<file path="src/rtl/sr_latch_sequencer.sv">
// Round-robin sequencer sharing one enabled SR latch between NREQ requesters.
// Drives a setup / enable pulse / hold sequence and checks the latch readback.
module sr_latch_sequencer #(
  parameter int unsigned NREQ      = 4,
  parameter int unsigned EN_CYCLES = 2
) (
  input  logic            clk,
  input  logic            rst_n,
  input  logic [NREQ-1:0] i_req,
  input  logic [NREQ-1:0] i_op,
  input  logic            i_q_in,
  output logic [NREQ-1:0] o_gnt,
  output logic            o_s_out,
  output logic            o_r_out,
  output logic            o_en_out,
  output logic            o_busy,
  output logic            o_err,
  output logic            o_q_exp
);

  localparam int unsigned IdxW = (NREQ > 2) ? $clog2(NREQ) : 1;

  typedef enum logic [1:0] {StIdle, StSetup, StPulse, StHold} state_e;

  state_e            r_state, w_state_d;
  logic [3:0]        r_cnt, w_cnt_d;
  logic [IdxW-1:0]   r_ptr, w_ptr_d;
  logic [IdxW-1:0]   r_win, w_win_d;
  logic              r_op, w_op_d;
  logic [NREQ-1:0]   r_gnt, w_gnt_d;
  logic              r_s, w_s_d;
  logic              r_r, w_r_d;
  logic              r_en, w_en_d;
  logic              r_busy, w_busy_d;
  logic              r_err, w_err_d;
  logic              r_q_exp, w_q_exp_d;

  logic              w_found;
  logic [IdxW-1:0]   w_win;

  // Round-robin search starting at r_ptr, wrapping at NREQ-1.
  always_comb begin
    int unsigned v_idx;
    logic [IdxW-1:0] v_sel;
    w_found = 1'b0;
    w_win   = '0;
    v_idx   = 0;
    v_sel   = '0;
    for (int unsigned k = 0; k < NREQ; k++) begin
      v_idx = (32'(r_ptr) + k) % NREQ;
      v_sel = IdxW'(v_idx);
      if (!w_found && i_req[v_sel]) begin
        w_found = 1'b1;
        w_win   = v_sel;
      end
    end
  end

  // Outputs are registered: each transition loads the values of the state being entered.
  always_comb begin
    w_state_d = r_state;
    w_cnt_d   = r_cnt;
    w_ptr_d   = r_ptr;
    w_win_d   = r_win;
    w_op_d    = r_op;
    w_gnt_d   = '0;
    w_s_d     = r_s;
    w_r_d     = r_r;
    w_en_d    = r_en;
    w_busy_d  = r_busy;
    w_err_d   = r_err;
    w_q_exp_d = r_q_exp;
    unique case (r_state)
      StIdle: begin
        if (w_found) begin
          w_state_d = StSetup;
          w_win_d   = w_win;
          w_op_d    = i_op[w_win];
          w_s_d     = i_op[w_win];
          w_r_d     = ~i_op[w_win];
          w_en_d    = 1'b0;
          w_busy_d  = 1'b1;
        end
      end
      StSetup: begin
        w_state_d = StPulse;
        w_en_d    = 1'b1;
        w_cnt_d   = 4'(EN_CYCLES - 1);
      end
      StPulse: begin
        if (r_cnt == 4'd0) begin
          w_state_d      = StHold;
          w_en_d         = 1'b0;
          w_gnt_d[r_win] = 1'b1;
          w_q_exp_d      = r_op;
        end else begin
          w_cnt_d = r_cnt - 4'd1;
        end
      end
      StHold: begin
        w_state_d = StIdle;
        w_s_d     = 1'b0;
        w_r_d     = 1'b0;
        w_busy_d  = 1'b0;
        w_ptr_d   = (r_win == IdxW'(NREQ - 1)) ? '0 : r_win + 1'b1;
        if (i_q_in != r_op) begin
          w_err_d = 1'b1;
        end
      end
      default: begin
        w_state_d = StIdle;
      end
    endcase
  end

  always_ff @(posedge clk or negedge rst_n) begin
    if (!rst_n) begin
      r_state <= StIdle;
      r_cnt   <= 4'd0;
      r_ptr   <= '0;
      r_win   <= '0;
      r_op    <= 1'b0;
      r_gnt   <= '0;
      r_s     <= 1'b0;
      r_r     <= 1'b0;
      r_en    <= 1'b0;
      r_busy  <= 1'b0;
      r_err   <= 1'b0;
      r_q_exp <= 1'b0;
    end else begin
      r_state <= w_state_d;
      r_cnt   <= w_cnt_d;
      r_ptr   <= w_ptr_d;
      r_win   <= w_win_d;
      r_op    <= w_op_d;
      r_gnt   <= w_gnt_d;
      r_s     <= w_s_d;
      r_r     <= w_r_d;
      r_en    <= w_en_d;
      r_busy  <= w_busy_d;
      r_err   <= w_err_d;
      r_q_exp <= w_q_exp_d;
    end
  end

  assign o_gnt    = r_gnt;
  assign o_s_out  = r_s;
  assign o_r_out  = r_r;
  assign o_en_out = r_en;
  assign o_busy   = r_busy;
  assign o_err    = r_err;
  assign o_q_exp  = r_q_exp;

endmodule
</file>
<file path="config.mk">
export PLATFORM = sky130hd
export DESIGN_NAME = sr_latch_sequencer
export DESIGN_NICKNAME = d
export VERILOG_FILES = /design/src/rtl/sr_latch_sequencer.sv
export SDC_FILE = /design/constraint.sdc
export NUM_CORES = 1
export LEC_CHECK = 0
export CORE_AREA = 10 10 69 71
export CTS_CLUSTER_DIAMETER = 60
export DETAILED_ROUTE_END_ITERATION = 8
export DIE_AREA = 0 0 79 81
export DONT_BUFFER_PORTS = 1
export GPL_TIMING_DRIVEN = 1
export HOLD_SLACK_MARGIN = 0.05
export PLACE_DENSITY = 0.56
export SETUP_SLACK_MARGIN = 0.05
export SLEW_MARGIN = 30
export SYNTH_ARGS = -nofsm -noshare
export SYNTH_HDL_FRONTEND = slang
export SYNTH_SLANG_ARGS = --single-unit
export TNS_END_PERCENT = 100
</file>
<file path="constraint.sdc">
create_clock -name clk -period 2.4 [get_ports clk]
set_input_delay 0.36 -clock clk [delete_from_list [all_inputs] [get_ports clk]]
set_output_delay 0.36 -clock clk [all_outputs]
set_load 0.01 [all_outputs]
</file>
==> flow_summary.ini, run 1 <==
[cells_and_area]
nFillCells = 375
drive_gt1_share_pct = 10.26
final_common_cell = dfrtp_1
final_nets = 138
post-route-cell-area_um2 = 1236
layout_common_cells = dfrtp_1 (21), inv_1 (11), nand2_1 (11), o21ai_0 (10), ha_1 (9)
layout.cells.non_filler = 165
syn_to_final_growth_pct = 8.572
n_antenna_cell = 0

[clock_tree]
clk_pin_slew_ps = 110
cts_resized = 0
clk_path_buf_depth = 2
cts.sinks = 21
cts_tree = built
insertion_delay_ps = 300
cts_buffers = 3
htreeDepth = 1
ctsRootBufferMaster = clkbuf_4

[timing]
fin_crit_sh_pct = 77.10
relSlewSlack_pct = 68.49
fin_worst_skew_ps = 2.743
rsz0062_at_grt = no
setup_viol = 0
hold_viol_final = 0
maxSlewViolCount = 0
whs_ps = 288.3
setup_tns_ps = 0
fmax_ghz = 0.5404
tightest_slew_ps = 472.6
finalCriticalPeriod_ps = 1851

[setup_path]
start_kind = register
crit_path_end_kind = register
reg2reg_slack_ps = 550
worstPathMaxFanout = 9
critPathKind = reg -> reg
arrival_ps = 2050
crit_required_ps = 2600

[routing]
via_per_inst = 4.897
drc = 0
finalWirelength_um = 2306
vias = 808
first_pass_iters = 4
wl_per_cell_um = 13.98
first_iter_violations = 25
postRouteAntennaNets = 0

[die]
die_h_um = 81
die-area_um2 = 6399
core-area_um2 = 3523
io_pins = 21
rows = 22
die_x_um = 79
initial_core_util_pct = 32.32

[global_routing]
grt_max_degree = 22
grt-ovfl-total = 0
first_global_vias = 832
antenna_found_initial = 0
grt_first_pass_wirelength_um = 3726
grtUsageTotal_pct = 7.257

[logic_synthesis]
synth_top_area_share_pct = 46.15
netlist_instances = 113
yosys_warnings = 0
synth_area_leaders = dfrtp_1 (46%), ha_1 (9.9%), o21ai_0 (4.4%)
yosys.area.top_type = dfrtp_1
syn_area_um2 = 1139
synth_area_per_cell_um2 = 10.08
synth_cell_types = 33
ys_ff_latch = 21
syn_nets = 133
synth.yosys.seq_area_share_pct = 46.15

[power]
ir_drop_mv = 0.4710
p_leak_nw = 0.5940
power_density_nw_per_um2 = 1211

[hold_path]
hold_class = in -> reg

[place]
placed_area_um2 = 1195
portBuffers = 0
post-place-cells = 159
place_hpwl_um = 1773
gp_congestion = 0.7353

[run]
max-cap-violations = 0

[run_status]
status = completed
[final timing paths]
check                                           from              endpoint  cells after the start
worst max-delay path            r_cnt[0]$_DFFE_PN0P_  o_en_out$_DFFE_PN0P_                      8
worst min-delay path                          i_q_in     o_err$_DFFE_PN0P_                      2
worst max register to register  r_cnt[0]$_DFFE_PN0P_  o_en_out$_DFFE_PN0P_                      8
worst min register to register     o_err$_DFFE_PN0P_     o_err$_DFFE_PN0P_                      1
max in group asynchronous                      rst_n    o_gnt[0]$_DFF_PN0_                      2
min in group asynchronous                      rst_n     o_err$_DFFE_PN0P_                      2
[power by group]
group | leakage (nW) | total (W) | switching (W) | internal, W
Sequential | 0.261 | 0.000647 | 0.000155 | 0.000492
Clock | 0.0150 | 0.000170 | 0.000105 | 0.0000648
Combinational | 0.318 | 0.000680 | 0.000369 | 0.000311
Total | 0.594 | 0.00150 | 0.000630 | 0.000868
[per-layer routing]
| layer | track usage [%] | up-vias | share of wire, % |
|---|---|---|---|
| met5 | 0 | - | 0 |
| met4 | 1.613 | 0 | 0.52 |
| met3 | 4.194 | 2 | 7.8 |
| met2 | 12.97 | 20 | 52 |
| met1 | 7.171 | 384 | 40 |
| li1 | - | 402 | - |
[logic make-up (layout without fill, tap and decap cells)]
kind of cell / count (synthesis) / after routing / synth area share (%)
AOI/OAI and AO/OA: 29 / 29 / 16.26
DFF: 21 / 21 / 46.15
xor gates and xnor gates: 2 / 2 / 1.539
adders and majority gates: 9 / 9 / 9.890
muxes: 8 / 8 / 7.472
buffers and inverters: 15 / 19 / 5.275
and+or+nand+nor: 29 / 29 / 13.41
[worst max-delay path: stages (launching register included)]
cell and delay (ps):
dfrtp_1 400, inv_1 90, ha_1 200, nor3b_2 170
buf_4 180, nor2b_1 50, a21oi_1 260, o21ai_0 190
a22o_1 210
[final cells by class]
cell class | instances | area, um^2 | area share, %
clock buffers | 4 | 26.28 | 2.125
inverters | 11 | 41.29 | 3.340
multi-input cells | 77 | 553.0 | 44.74
flip-flops and latches | 21 | 525.5 | 42.51
well taps | 48 | 60.06 | 4.858
repair buffers | 4 | 30.03 | 2.429
[cells in the mapped netlist, drive strengths merged]
cell type	count
dfrtp	21
o21ai	10
a21o	2
ha	9
o2bb2a	1
a21oi	6
and3	4
a21bo	1
or3	1
buf	2
nand3	2
nor4	1
a31oi	1
nand2	11
nor3	2
o22ai	2
nor2b	1
nand2b	2
mux2i	4
xor2	1
clkbuf	2
o31ai	2
xnor2	1
a2bb2oi	1
nor2	2
a31o	1
a22o	1
nor3b	3
inv	11
mux2	4
a221o	1
[per-stage QoR]
stage	power, W	util (%)	setup slack (ps)
after floorplan	0.001166	-	665.2
after global placement	0.001291	33.91	694.6
after detailed placement	0.001334	33.91	573.1
after CTS	0.001517	34.94	559.4
after global routing	0.001643	35.09	367.8
final	0.001497	35.09	549.5
[state kept, by name, summed over array words and instances (netlist names), 2 cells and up]
register  flops
o_gnt         4
r_cnt         4
r_ptr         2
r_state       2
r_win         2
[repair_timing]
action / in CTS / in global routing
setup buffers: 0 / 0
endpoints found under the hold margin: 21 / 21
hold buffers: 1 / 1
No activity file was read; power rests on OpenSTA's default activity.
==> run 2: changes to the inputs <==
--- a/config.mk
+++ b/config.mk
@@ -12,7 +12,7 @@
 export DONT_BUFFER_PORTS = 1
 export GPL_TIMING_DRIVEN = 1
 export HOLD_SLACK_MARGIN = 0.05
-export PLACE_DENSITY = 0.56
+export PLACE_DENSITY = 0.58
 export SETUP_SLACK_MARGIN = 0.05
 export SLEW_MARGIN = 30
 export SYNTH_ARGS = -nofsm -noshare
==> constraint.sdc (replaced) <==
create_clock -name clk -period 1.6 [get_ports clk]
set_input_delay 0.24 -clock clk [delete_from_list [all_inputs] [get_ports clk]]
set_output_delay 0.24 -clock clk [all_outputs]
set_load 0.01 [all_outputs]
==> run 2 against run 1 <==
The flow now finishes with violations (negative setup slack). Fmax rose by 11%. Critical path depth shrank 3. Critical endpoint is now r_op$_DFFE_PN0P_. Highest routed layer unchanged. Final cell count up 3.0%. Cell area grew 6.5%. Setup slack lost 620 ps. Power up 64%.
==> flow_summary.ini, run 2 (synthesized netlist as in run 1, its figures left out) <==
[die]
initial_core_util_pct = 32.32
rows = 22
core-area_um2 = 3523
die_h_um = 81
die-area_um2 = 6399
io_pins = 21
die_x_um = 79

[place]
gp_congestion = 0.6989
place_hpwl_um = 1773
post-place-cells = 162
portBuffers = 0

[timing]
fin_worst_skew_ps = 19.80
hold_viol_final = 0
setup_tns_ps = -143.8
fmax_ghz = 0.5999
setup_viol = 3
rsz0062_at_grt = yes
relSlewSlack_pct = 67.56
tightest_slew_ps = 486.7
fin_ws_ps = -66.99
finalCriticalPeriod_ps = 1667
fin_crit_sh_pct = 104.2
maxSlewViolCount = 0

[cells_and_area]
layout.cells.non_filler = 170
seqCellArea_um2 = 526.8
drive_gt1_share_pct = 21.31
layout_common_cells = dfrtp_1 (20), nand2_1 (11), inv_1 (9), o21ai_0 (9)
final_nets = 143
final_common_cell = dfrtp_1
syn_to_final_growth_pct = 15.60
nFillCells = 385
n_antenna_cell = 0
multi_input_area_um2 = 590.6

[clock_tree]
cts.sinks = 21
insertion_delay_ps = 320
cts_tree = built
clk_path_buf_depth = 2
clk_pin_slew_ps = 140
cts_buffers = 3
ctsRootBufferMaster = clkbuf_4
htreeDepth = 1

[routing]
postRouteAntennaNets = 0
wl_per_cell_um = 14.52
via_per_inst = 5.041
finalWirelength_um = 2469
first_pass_iters = 4
vias = 857
drc = 0
first_iter_violations = 50

[setup_path]
critPathKind = reg -> reg
crit_required_ps = 1830
worstPathMaxFanout = 5
r2r_cells = 5
crit_path_end_kind = register
crit_top_cell = mux2i_1
crit_buf_inv = 0
cp_slowest_cell = dfrtp_2
crit_family = multiplexers
r2r_end = r_op$_DFFE_PN0P_
start_kind = register
crit_chain = mux2i_1 > a221o_1 > mux2i_1 > mux2i_2 > mux2_4
reg2reg_slack_ps = -70
critical-path-max-stage-delay_ps = 470
r2r_start = r_ptr[1]$_DFFE_PN0P_
arrival_ps = 1890

[global_routing]
grt-ovfl-total = 0
grt_max_degree = 22
first_global_vias = 893
grt_first_pass_wirelength_um = 4091
grtUsageTotal_pct = 7.824
antenna_found_initial = 0

[power]
ir_drop_mv = 0.8887
power_density_nw_per_um2 = 1871
p_leak_nw = 0.6191

[hold_path]
hold_path_depth = 2
hp-start = i_q_in
holdPathEnd = o_err$_DFFE_PN0P_
hold_class = in -> reg

[run_status]
status = finished, violations left
violations = negative setup slack

[run]
max-cap-violations = 0
run 2: changes by cell type in the layout (fill, tap and decap cells not counted), moves of 2 or more:
cell | previous run | this run
buf_4 | 2 | 7
ha_1 | 9 | 7
inv_1 | 11 | 9
inv_2 | 0 | 2
run 2: per-stage QoR:
step           cell area (um^2)  setup WS [ps]  total power, W  util [%]  hold slack, ps
3_3_place_gp               1234          26.90        0.002052     35.01          -54.38
3_5_place_dp               1234         -35.49        0.002104     35.01          -54.37
4_1_cts                    1281         -60.72        0.002423     36.36           132.8
5_1_grt                    1316         -150.2        0.002716     37.36           125.4
2_1_floorplan              1159          10.92        0.001810         -          -55.59
6_report                   1316         -66.99        0.002462     37.36           140.9
run 2: cell type report:
class,count,area share [%]
Timing Repair Buffer,9,5.133
Clock inverter,1,0.5703
Inverter,11,3.137
Clock buffer,3,1.711
Tap cell,48,4.563
Sequential cell,21,40.02
Multi-Input combinational cell,77,44.87
run 2: what timing repair did:
action                                  CTS  global route
endpoints found under the setup margin    3             8
hold buffers                              1             1
pin swaps                                 0             2
resized for setup                         0             7
endpoints found under the hold margin    21            21
setup buffers                             1             1
run 2: how the worst max path moves through the flow:
stage	start	to	slack, ps	depth (start not counted)
finish	r_ptr[1]$_DFFE_PN0P_	r_op$_DFFE_PN0P_	-70	5
global route	r_ptr[1]$_DFFE_PN0P_	r_op$_DFFE_PN0P_	-150	5
CTS	r_ptr[1]$_DFFE_PN0P_	r_op$_DFFE_PN0P_	-60	5
detailed placement	r_ptr[1]$_DFFE_PN0P_	r_op$_DFFE_PN0P_	-40	5
global placement	r_ptr[1]$_DFFE_PN0P_	r_op$_DFFE_PN0P_	30	5
floorplan	r_ptr[1]$_DFFE_PN0P_	r_op$_DFFE_PN0P_	10	6
run 2: metal layers:
layer,up-vias,global-route usage [%],routed length [um]
met5,-,0,0
met4,0,1.613,10
met3,2,3.974,178
met2,18,13.38,1256
met1,423,8.575,1024
li1,414,-,-
run 2: power by group:
part           switching (W)  internal (W)
Clock               0.000178     0.0000956
Sequential          0.000237      0.000740
Combinational       0.000613      0.000599
Total                0.00103       0.00143
